--- src/rtl/pipeline_hazard_unit_pkg.sv ---
// Shared types and constants for the pipeline hazard/forwarding controller.
package hazard_pkg;

  localparam int unsigned REG_AW_DEFAULT = 5;
  // Entry address field is sized for the widest supported register file;
  // narrower addresses are zero-extended so equality is unaffected.
  localparam int unsigned HZ_AW_MAX = 8;

  localparam int unsigned FWD_RF = 0;
  localparam int unsigned FWD_M  = 1;
  localparam int unsigned FWD_W  = 2;

  typedef struct packed {
    logic                 valid;
    logic [HZ_AW_MAX-1:0] waddr;
    logic                 reg_wr;
    logic                 is_load;
  } hz_entry_t;

  localparam hz_entry_t HZ_EMPTY = '0;

  typedef enum logic [2:0] {
    ACT_RESET,
    ACT_HOLD,
    ACT_FLUSH,
    ACT_BUBBLE,
    ACT_ADVANCE
  } hz_action_t;

  function automatic logic is_writer(input hz_entry_t e, input logic [HZ_AW_MAX-1:0] r);
    return e.valid && e.reg_wr && (e.waddr == r) && (r != '0);
  endfunction

endpackage

--- src/rtl/pipeline_hazard_unit_match.sv ---
// Matches one source address against the in-flight entry array: youngest
// writer stage, whether it is a not-yet-forwardable load, and forward select.
module hazard_match
  import hazard_pkg::*;
#(
  parameter int unsigned NUM_STAGES = 3,
  parameter int unsigned REG_AW     = REG_AW_DEFAULT,
  parameter int unsigned LOAD_LAT   = 1,
  parameter int unsigned FW         = $clog2(NUM_STAGES),
  parameter int unsigned FIRST      = 1,
  parameter int unsigned OFFSET     = 0
) (
  input  logic [REG_AW-1:0]          addr,
  input  logic                       used,
  input  hz_entry_t [NUM_STAGES-1:0] ent,
  output logic [FW-1:0]              stage,
  output logic                       load_block,
  output logic [FW-1:0]              fwd_stage
);

  logic [HZ_AW_MAX-1:0] addr_ext;

  assign addr_ext = HZ_AW_MAX'(addr);

  // Scan oldest to youngest so the last hit is the youngest writer.
  // OFFSET shifts a D-stage view into the E-stage frame (the reader is one
  // stage behind E), so the same load-readiness test serves both.
  always_comb begin
    stage      = '0;
    load_block = 1'b0;
    fwd_stage  = '0;
    for (int unsigned k = NUM_STAGES; k > FIRST; k--) begin
      if (used && is_writer(ent[k-1], addr_ext)) begin
        stage      = FW'(k - 1);
        load_block = ent[k-1].is_load && ((k - 1 + OFFSET) < (1 + LOAD_LAT));
        if (!(ent[k-1].is_load && ((k - 1 + OFFSET) < (1 + LOAD_LAT))))
          fwd_stage = FW'(k - 1);
      end
    end
  end

endmodule

--- src/rtl/pipeline_hazard_unit.sv ---
// Hazard and forwarding controller: forward selects, stalls, flush, E/M bubble.
// Optional HAZARD_PERF_EN adds saturating stall/flush cycle counters.
module pipeline_hazard_unit
  import hazard_pkg::*;
#(
  parameter int unsigned NUM_STAGES = 3,
  parameter int unsigned NUM_SRC    = 2,
  parameter int unsigned REG_AW     = REG_AW_DEFAULT,
  parameter int unsigned LOAD_LAT   = 1,
  parameter int unsigned FW         = $clog2(NUM_STAGES)
) (
  input  logic                      clk,
  input  logic                      rst,
  input  logic [NUM_SRC*REG_AW-1:0] raddrD,
  input  logic [NUM_SRC-1:0]        rusedD,
  input  logic [REG_AW-1:0]         waddrD,
  input  logic                      reg_wrD,
  input  logic                      is_loadD,
  input  logic                      validD,
  input  logic                      br_taken,
  input  logic                      ex_busy,
  output logic                      Stall,
  output logic                      Flush,
  output logic                      BubbleM,
  output logic [NUM_SRC*FW-1:0]     For_sel
`ifdef HAZARD_PERF_EN
  ,
  output logic [31:0]               stall_cnt,
  output logic [31:0]               flush_cnt
`endif
);

  hz_entry_t [NUM_STAGES-1:0] ent, ent_nxt;
  logic [NUM_SRC*REG_AW-1:0]  src_e, src_e_nxt;
  logic [NUM_SRC-1:0]         used_e, used_e_nxt;
  logic [NUM_SRC-1:0]         block_d;
  logic [NUM_SRC*FW-1:0]      sel_e;
  logic [NUM_SRC*FW-1:0]      unused_stage_e, unused_stage_d, unused_fwd_d;
  logic [NUM_SRC-1:0]         unused_block_e;
  logic                       ld_stall;
  hz_action_t                 act;
  hz_entry_t                  entry_d;

  for (genvar i = 0; i < NUM_SRC; i++) begin : g_src
    hazard_match #(
      .NUM_STAGES(NUM_STAGES),
      .REG_AW    (REG_AW),
      .LOAD_LAT  (LOAD_LAT),
      .FW        (FW),
      .FIRST     (1),
      .OFFSET    (0)
    ) u_match_e (
      .addr      (src_e[i*REG_AW +: REG_AW]),
      .used      (used_e[i]),
      .ent       (ent),
      .stage     (unused_stage_e[i*FW +: FW]),
      .load_block(unused_block_e[i]),
      .fwd_stage (sel_e[i*FW +: FW])
    );

    hazard_match #(
      .NUM_STAGES(NUM_STAGES),
      .REG_AW    (REG_AW),
      .LOAD_LAT  (LOAD_LAT),
      .FW        (FW),
      .FIRST     (0),
      .OFFSET    (1)
    ) u_match_d (
      .addr      (raddrD[i*REG_AW +: REG_AW]),
      .used      (rusedD[i]),
      .ent       (ent),
      .stage     (unused_stage_d[i*FW +: FW]),
      .load_block(block_d[i]),
      .fwd_stage (unused_fwd_d[i*FW +: FW])
    );
  end

  assign ld_stall = |block_d;

  always_comb begin
    entry_d         = HZ_EMPTY;
    entry_d.valid   = validD;
    entry_d.waddr   = HZ_AW_MAX'(waddrD);
    entry_d.reg_wr  = reg_wrD;
    entry_d.is_load = is_loadD;
  end

  always_comb begin
    Stall   = 1'b0;
    Flush   = 1'b0;
    BubbleM = 1'b0;
    For_sel = sel_e;
    act     = ACT_ADVANCE;
    if (rst) begin
      act     = ACT_RESET;
      For_sel = '0;
    end else if (ex_busy) begin
      act     = ACT_HOLD;
      Stall   = 1'b1;
      BubbleM = 1'b1;
    end else if (br_taken) begin
      act   = ACT_FLUSH;
      Flush = 1'b1;
    end else if (ld_stall) begin
      act   = ACT_BUBBLE;
      Stall = 1'b1;
    end
  end

  always_comb begin
    ent_nxt    = ent;
    src_e_nxt  = src_e;
    used_e_nxt = used_e;
    for (int unsigned k = 1; k < NUM_STAGES; k++)
      ent_nxt[k] = ent[k-1];
    unique case (act)
      ACT_RESET: ;
      // E holds its instruction; the slot it would have vacated becomes a bubble in M.
      ACT_HOLD: begin
        ent_nxt[0] = ent[0];
        ent_nxt[1] = HZ_EMPTY;
      end
      ACT_FLUSH, ACT_BUBBLE: begin
        ent_nxt[0] = HZ_EMPTY;
        src_e_nxt  = '0;
        used_e_nxt = '0;
      end
      default: begin
        ent_nxt[0] = entry_d;
        src_e_nxt  = raddrD;
        used_e_nxt = validD ? rusedD : '0;
      end
    endcase
  end

  always_ff @(posedge clk) begin
    if (rst) begin
      ent    <= '0;
      src_e  <= '0;
      used_e <= '0;
    end else begin
      ent    <= ent_nxt;
      src_e  <= src_e_nxt;
      used_e <= used_e_nxt;
    end
  end

`ifdef HAZARD_PERF_EN
  always_ff @(posedge clk) begin
    if (rst) begin
      stall_cnt <= '0;
      flush_cnt <= '0;
    end else begin
      if (Stall && (stall_cnt != '1))
        stall_cnt <= stall_cnt + 32'd1;
      if (Flush && (flush_cnt != '1))
        flush_cnt <= flush_cnt + 32'd1;
    end
  end
`endif

endmodule

--- config.mk ---
export PLATFORM = sky130hd
export DESIGN_NAME = pipeline_hazard_unit
export DESIGN_NICKNAME = d
export VERILOG_FILES = /design/src/rtl/pipeline_hazard_unit_pkg.sv /design/src/rtl/pipeline_hazard_unit_match.sv /design/src/rtl/pipeline_hazard_unit.sv
export SDC_FILE = /design/constraint.sdc
export NUM_CORES = 1
export LEC_CHECK = 0
export CORE_MARGIN = 2
export CORE_UTILIZATION = 25
export CTS_CLUSTER_DIAMETER = 40
export DETAILED_ROUTE_END_ITERATION = 12
export PLACE_DENSITY = 0.53
export SETUP_SLACK_MARGIN = 0.3
export SYNTH_ARGS = -nofsm -noshare
export SYNTH_HDL_FRONTEND = slang
export SYNTH_SLANG_ARGS = --single-unit
--- constraint.sdc ---
create_clock -name clk -period 1.6 [get_ports clk]
set_clock_uncertainty 0.1 [all_clocks]
set_input_delay 0.32 -clock clk [delete_from_list [all_inputs] [get_ports clk]]
set_output_delay 0.32 -clock clk [all_outputs]
set_load 0.01 [all_outputs]
Word-level counts from Yosys, hierarchy flattened. Cells that the tools add are included.

Flip-flop bits (word level): 44. Memory bits (writable): 0. Memories: 0. Bits in latches: 0. Word-level logic and storage cells: 78. ROM bits: 0. Input port bits: 24.

Bitwise gates (word level): 0. Eq/ne operators: 9. Reduce and logical (&&, ||, !) cells: 30. $lt $le $gt $ge: 0. Divide/modulo/power cells: 0. Shift operators: 0. $add $sub $neg: 0. Muxes and demuxes: 26. $mul: 0.

Operators with widths (count): $eq A8 B5 Y1 (6); $reduce_bool A8 Y1 (4); $pmux W11 S2 (1); $logic_and A1 B1 Y1 (21); $pmux W10 S2 (1); $mux W2 (7); $mux W3 (4); $mux W1 (11); $reduce_or A2 Y1 (4); $eq A3 B2 Y1 const B (2); $mux W4 (1); $pmux W2 S2 (1); $eq A3 B1 Y1 const B (1); $logic_not A3 Y1 (1).

Longest topological paths before layout.
Word-level depth: 13. Depth in mapped cells: 6. Gate-level depth less buffers: 5.

Cells and area by module. Synthesis repeated with hierarchy kept, for this count alone.

Cell total of the unflattened synthesis: 234. Area total of the unflattened synthesis: 2273.4 um2.

By module, submodules not included: pipeline_hazard_unit (sequential area each 720.7 um2, area each 1322.5 um2, instances 1, cells each 110); hazard_match at g_src[0].u_match_d ... (sequential area each 0.0 um2, area each 275.3 um2, instances 2, cells each 36); hazard_match at g_src[0].u_match_e ... (sequential area each 0.0 um2, area each 200.2 um2, instances 2, cells each 26).

Worst setup path after synthesis. No wires, ideal clock.

Kind: register to output. Start: reg src_e[0]. End: out For_sel[1]. Data arrival time: 1.539 ns. Required time: 1.180 ns. Stages on the path, launching flop included: 5. Slack: -0.359 ns. Path through: dfxtp_1 or4_1 o21ai_0 nor4_1 nor4_1.

Longest elaborated chain between the ends: 8. Elaborated cells between the ends (all ways): 13.

Ends and longest elaborated chain: from (decl) (RTL line pipeline_hazard_unit.sv:34) `logic [NUM_SRC*REG_AW-1:0] src_e, src_e_nxt;`; from (signal assigned) (RTL line pipeline_hazard_unit.sv:143) `src_e <= src_e_nxt;`; $eq A8 B5 Y1 (RTL line pipeline_hazard_unit_pkg.sv:31) `return e.valid && e.reg_wr && (e.waddr == r) && (r != '0);`; $logic_and A1 B1 Y1 (2 in series) (RTL line pipeline_hazard_unit_pkg.sv:31); $logic_and A1 B1 Y1 (RTL line pipeline_hazard_unit_match.sv:33) `if (used && is_writer(ent[k-1], addr_ext)) begin`; $mux W2 (RTL line pipeline_hazard_unit_match.sv:33); $mux W2 (RTL line pipeline_hazard_unit_match.sv:36) `if (!(ent[k-1].is_load && ((k - 1 + OFFSET) < (1 + LOAD_LAT))))`; $mux W2 (*) (RTL line pipeline_hazard_unit_match.sv:33); $mux W4 (*) (RTL line pipeline_hazard_unit.sv:94) `if (rst) begin`; to (decl) (RTL line pipeline_hazard_unit.sv:25) `output logic [NUM_SRC*FW-1:0] For_sel`.

Mark *: on every way between the ends. The rest lies on a longest branch, timed or not.

Final worst setup path.
Start: reg src_e[4]. End: out For_sel[1].

The elaborated chain is that of the path after synthesis.

==> metrics <==
vias=1352; drt first pass iters=4; Skew-Pair Late Insertion Delay=0.28 ns; I/O pin total=31; CTS tree=yes; initial antenna violation count=0; largest net degree at the start of global routing=21; status=complete, but fails checks; Mapped Area=1500 sq um; share of cells above drive strength 1=53.65%; Root Buffer=clkbuf_8; cells after synthesis=147; post-synth cell types=24; Bufs and invs on worst path=2; Int Pwr=1.415 mW; GR Util All Layers=13.91%; PwrDens=696.0 nW/um^2; Clk pin slew, worst setup/hold paths=0.07 ns; Worst Max-Slew Pin Slew=0.3416 ns; DIE HEIGHT=81.47 microns; WL per Instance=13.76 microns; Worst Hold Class=in2reg; Port Buffers=30; final instance area=2681 sq um; syn nets=171; CTS HTree Levels=2; GRT met2 Usage=24.84%; Worst Path Class, Setup=reg2out; Die X=81.47 microns; GP Congestion=0.7217; number of global-route vias before repair=1396; Net Sw Frac=24.18%; number of synthesized register bits=35; Syn Area/Cell=10.21 sq um; Pleak=1.109 nW; worst-path cell chain=buf_4 -> o21ai_4 -> or4_4 -> nor4_4 -> buf_2; Syn-to-layout area delta=78.73%; pre-CTS WS=-1.188 ns; first-pass GRT wire length=6768 microns; Gate power share=17.0%; Slew Limit Fails=0; Final nets=257; Synth Warn #=0; Slowest-stage cell, CP=or4_4; Remaining Overflow, GRT=0; Placed Cells incl. Taps=289; die area=6637 sq um; Worst slew margin=77.23%; Critical Path RT=1.18 ns; critical path endpoint category=output port; Layout Cells excl Fill=308; Placed Area=2307 sq um; cell taking the most area after synthesis=dfxtp_1; CTS hold repair buffers=0; cells taking the most area after synthesis=dfxtp_1, xnor2_1, a22o_1; drt total wl=4239 microns; Crit path largest cell delay=0.50 ns; clk sink count=35; met1 usage in global routing=16.63%; Hold Violations, Final=0; antenna-violating nets left=0; WHS=0.2974 ns; Max Cap Violations=0; Peak VDD IR=561.8 uV; GRT busiest layer=met2; final setup fails=25; ANT cells=0; fin crit share=137.2%; vias per cell=4.390; Synth top area share=46.71%; met3 usage=3.407%; failing checks=negative setup slack; initial DRC count=39; core area=5851 sq um; sequential cell area fraction in the yosys report=46.71%; Sw Pwr=451.2 uW; clock share of power=33.9%; FMAX=0.4554 GHz; initial core utilization=25.64%; Top Family by Delay on Critical Path=simple AND/OR/NAND/NOR gates; Util after Layout=45.83%; Max clock buf depth=2; Num CTS Buffers=5; Startpoint Class=flop; setup slack after layout=-0.5956 ns; hpwl dp=3051 microns; Cell Rows=28; CP Max Fanout=3; crit path time final=2.196 ns; register share of total power=49.1%; drc violations=0; unrepaired setup endpoints after global routing=yes; Worst EP arrival=1.78 ns
flip-flops by register name (all words and copies together) (netlist names):
signal / cells
ent: 23
src_e: 10
used_e: 2
stage by stage:
| stage | setup TNS [ns] | power, mW |
|---|---|---|
| floorplan | -1.047 | 1.044 |
| global placement | -23.96 | 1.200 |
| detailed placement | -24.28 | 1.202 |
| CTS | -8.227 | 1.868 |
| global route | -11.50 | 1.952 |
| finish | -8.929 | 1.866 |
metal layers:
| metal | up-vias | wire length (microns) |
|---|---|---|
| met5 | - | 0 |
| met4 | 0 | 33 |
| met3 | 4 | 159 |
| met2 | 28 | 2197 |
| met1 | 624 | 1849 |
| li1 | 696 | - |
cells in the mapped netlist:
library cell / number
dfxtp_1: 35
xor2_1: 6
xnor2_1: 22
o41ai_2: 1
a21oi_1: 1
and4_1: 1
a2111oi_2: 2
nand4_1: 2
nor2b_1: 9
nand2_1: 13
buf_2: 2
o31ai_1: 1
nor3_1: 1
clkbuf_1: 3
or4_1: 4
a22o_1: 18
a21o_1: 1
o21ai_0: 2
and2_1: 9
inv_1: 2
nor2_1: 4
nand3b_1: 1
nor4_1: 5
a32o_1: 2
power by group through the flow:
| stage | Sequential, mW | Clock [mW] | Combinational, mW |
|---|---|---|---|
| after floorplan | 0.937 | 0 | 0.107 |
| after global placement | 0.941 | 0 | 0.259 |
| after detailed placement | 0.941 | 0 | 0.261 |
| after CTS | 0.919 | 0.652 | 0.297 |
| after global routing | 0.919 | 0.691 | 0.342 |
| final | 0.916 | 0.633 | 0.318 |
logic make-up after synthesis:
kind of cell / Yosys count / share of synthesized area [%]
AO/OA/AOI/OAI: 28 / 16.93
XOR/XNOR: 28 / 16.35
buffers and inverters: 7 / 1.918
flip-flops: 35 / 46.71
AND/OR/NAND/NOR: 49 / 18.10
layout make-up:
| class | instances | area, sq um |
|---|---|---|
| Clock buffer | 6 | 82.58 |
| Timing Repair Buffer | 84 | 743.2 |
| Tap cell | 75 | 93.84 |
| Multi-Input combinational cell | 105 | 1007 |
| Sequential cell | 35 | 742.0 |
| Fill cell | 560 | 3169 |
| Inverter | 2 | 7.507 |
| Clock inverter | 1 | 5.005 |
cells in the final DEF (no fill, tap or decap), drive strengths merged:
cell,n
nor2b,9
a22o,18
o41ai,1
buf,63
inv,2
o31ai,1
or4,4
xnor2,22
dfxtp,35
nand3b,1
nor2,4
nor3,1
clkdlybuf4s15,2
dlygate4sd2,6
and4,1
a32o,2
and2,9
clkinv,1
nor4,5
xor2,6
a21oi,1
o21ai,2
clkbuf,8
a21o,1
nand2,13
a2111oi,2
clkdlybuf4s50,11
nand4,2
timing repair:
action / CTS / global route
resized for setup: 91 / 19
endpoints found under the setup margin: 35 / 27
buffers inserted: 5 / 6
gates cloned: 0 / 1
pin swaps: 18 / 17
final timing paths:
check	end	cells after the start	startpoint	slack, ns
worst max register to register	used_e[0]	8	ent[5]	-0.34
worst max-delay path	For_sel[1]	5	src_e[4]	-0.60
worst min-delay path	src_e[3]	3	raddrD[3]	0.30
worst min register to register	ent[32]	1	ent[21]	0.38
worst min-delay path, stage by stage:
cell	delay, ns
buf_2	0.11
buf_6	0.10
a22o_1	0.11
(Power assumes the default switching activity.)
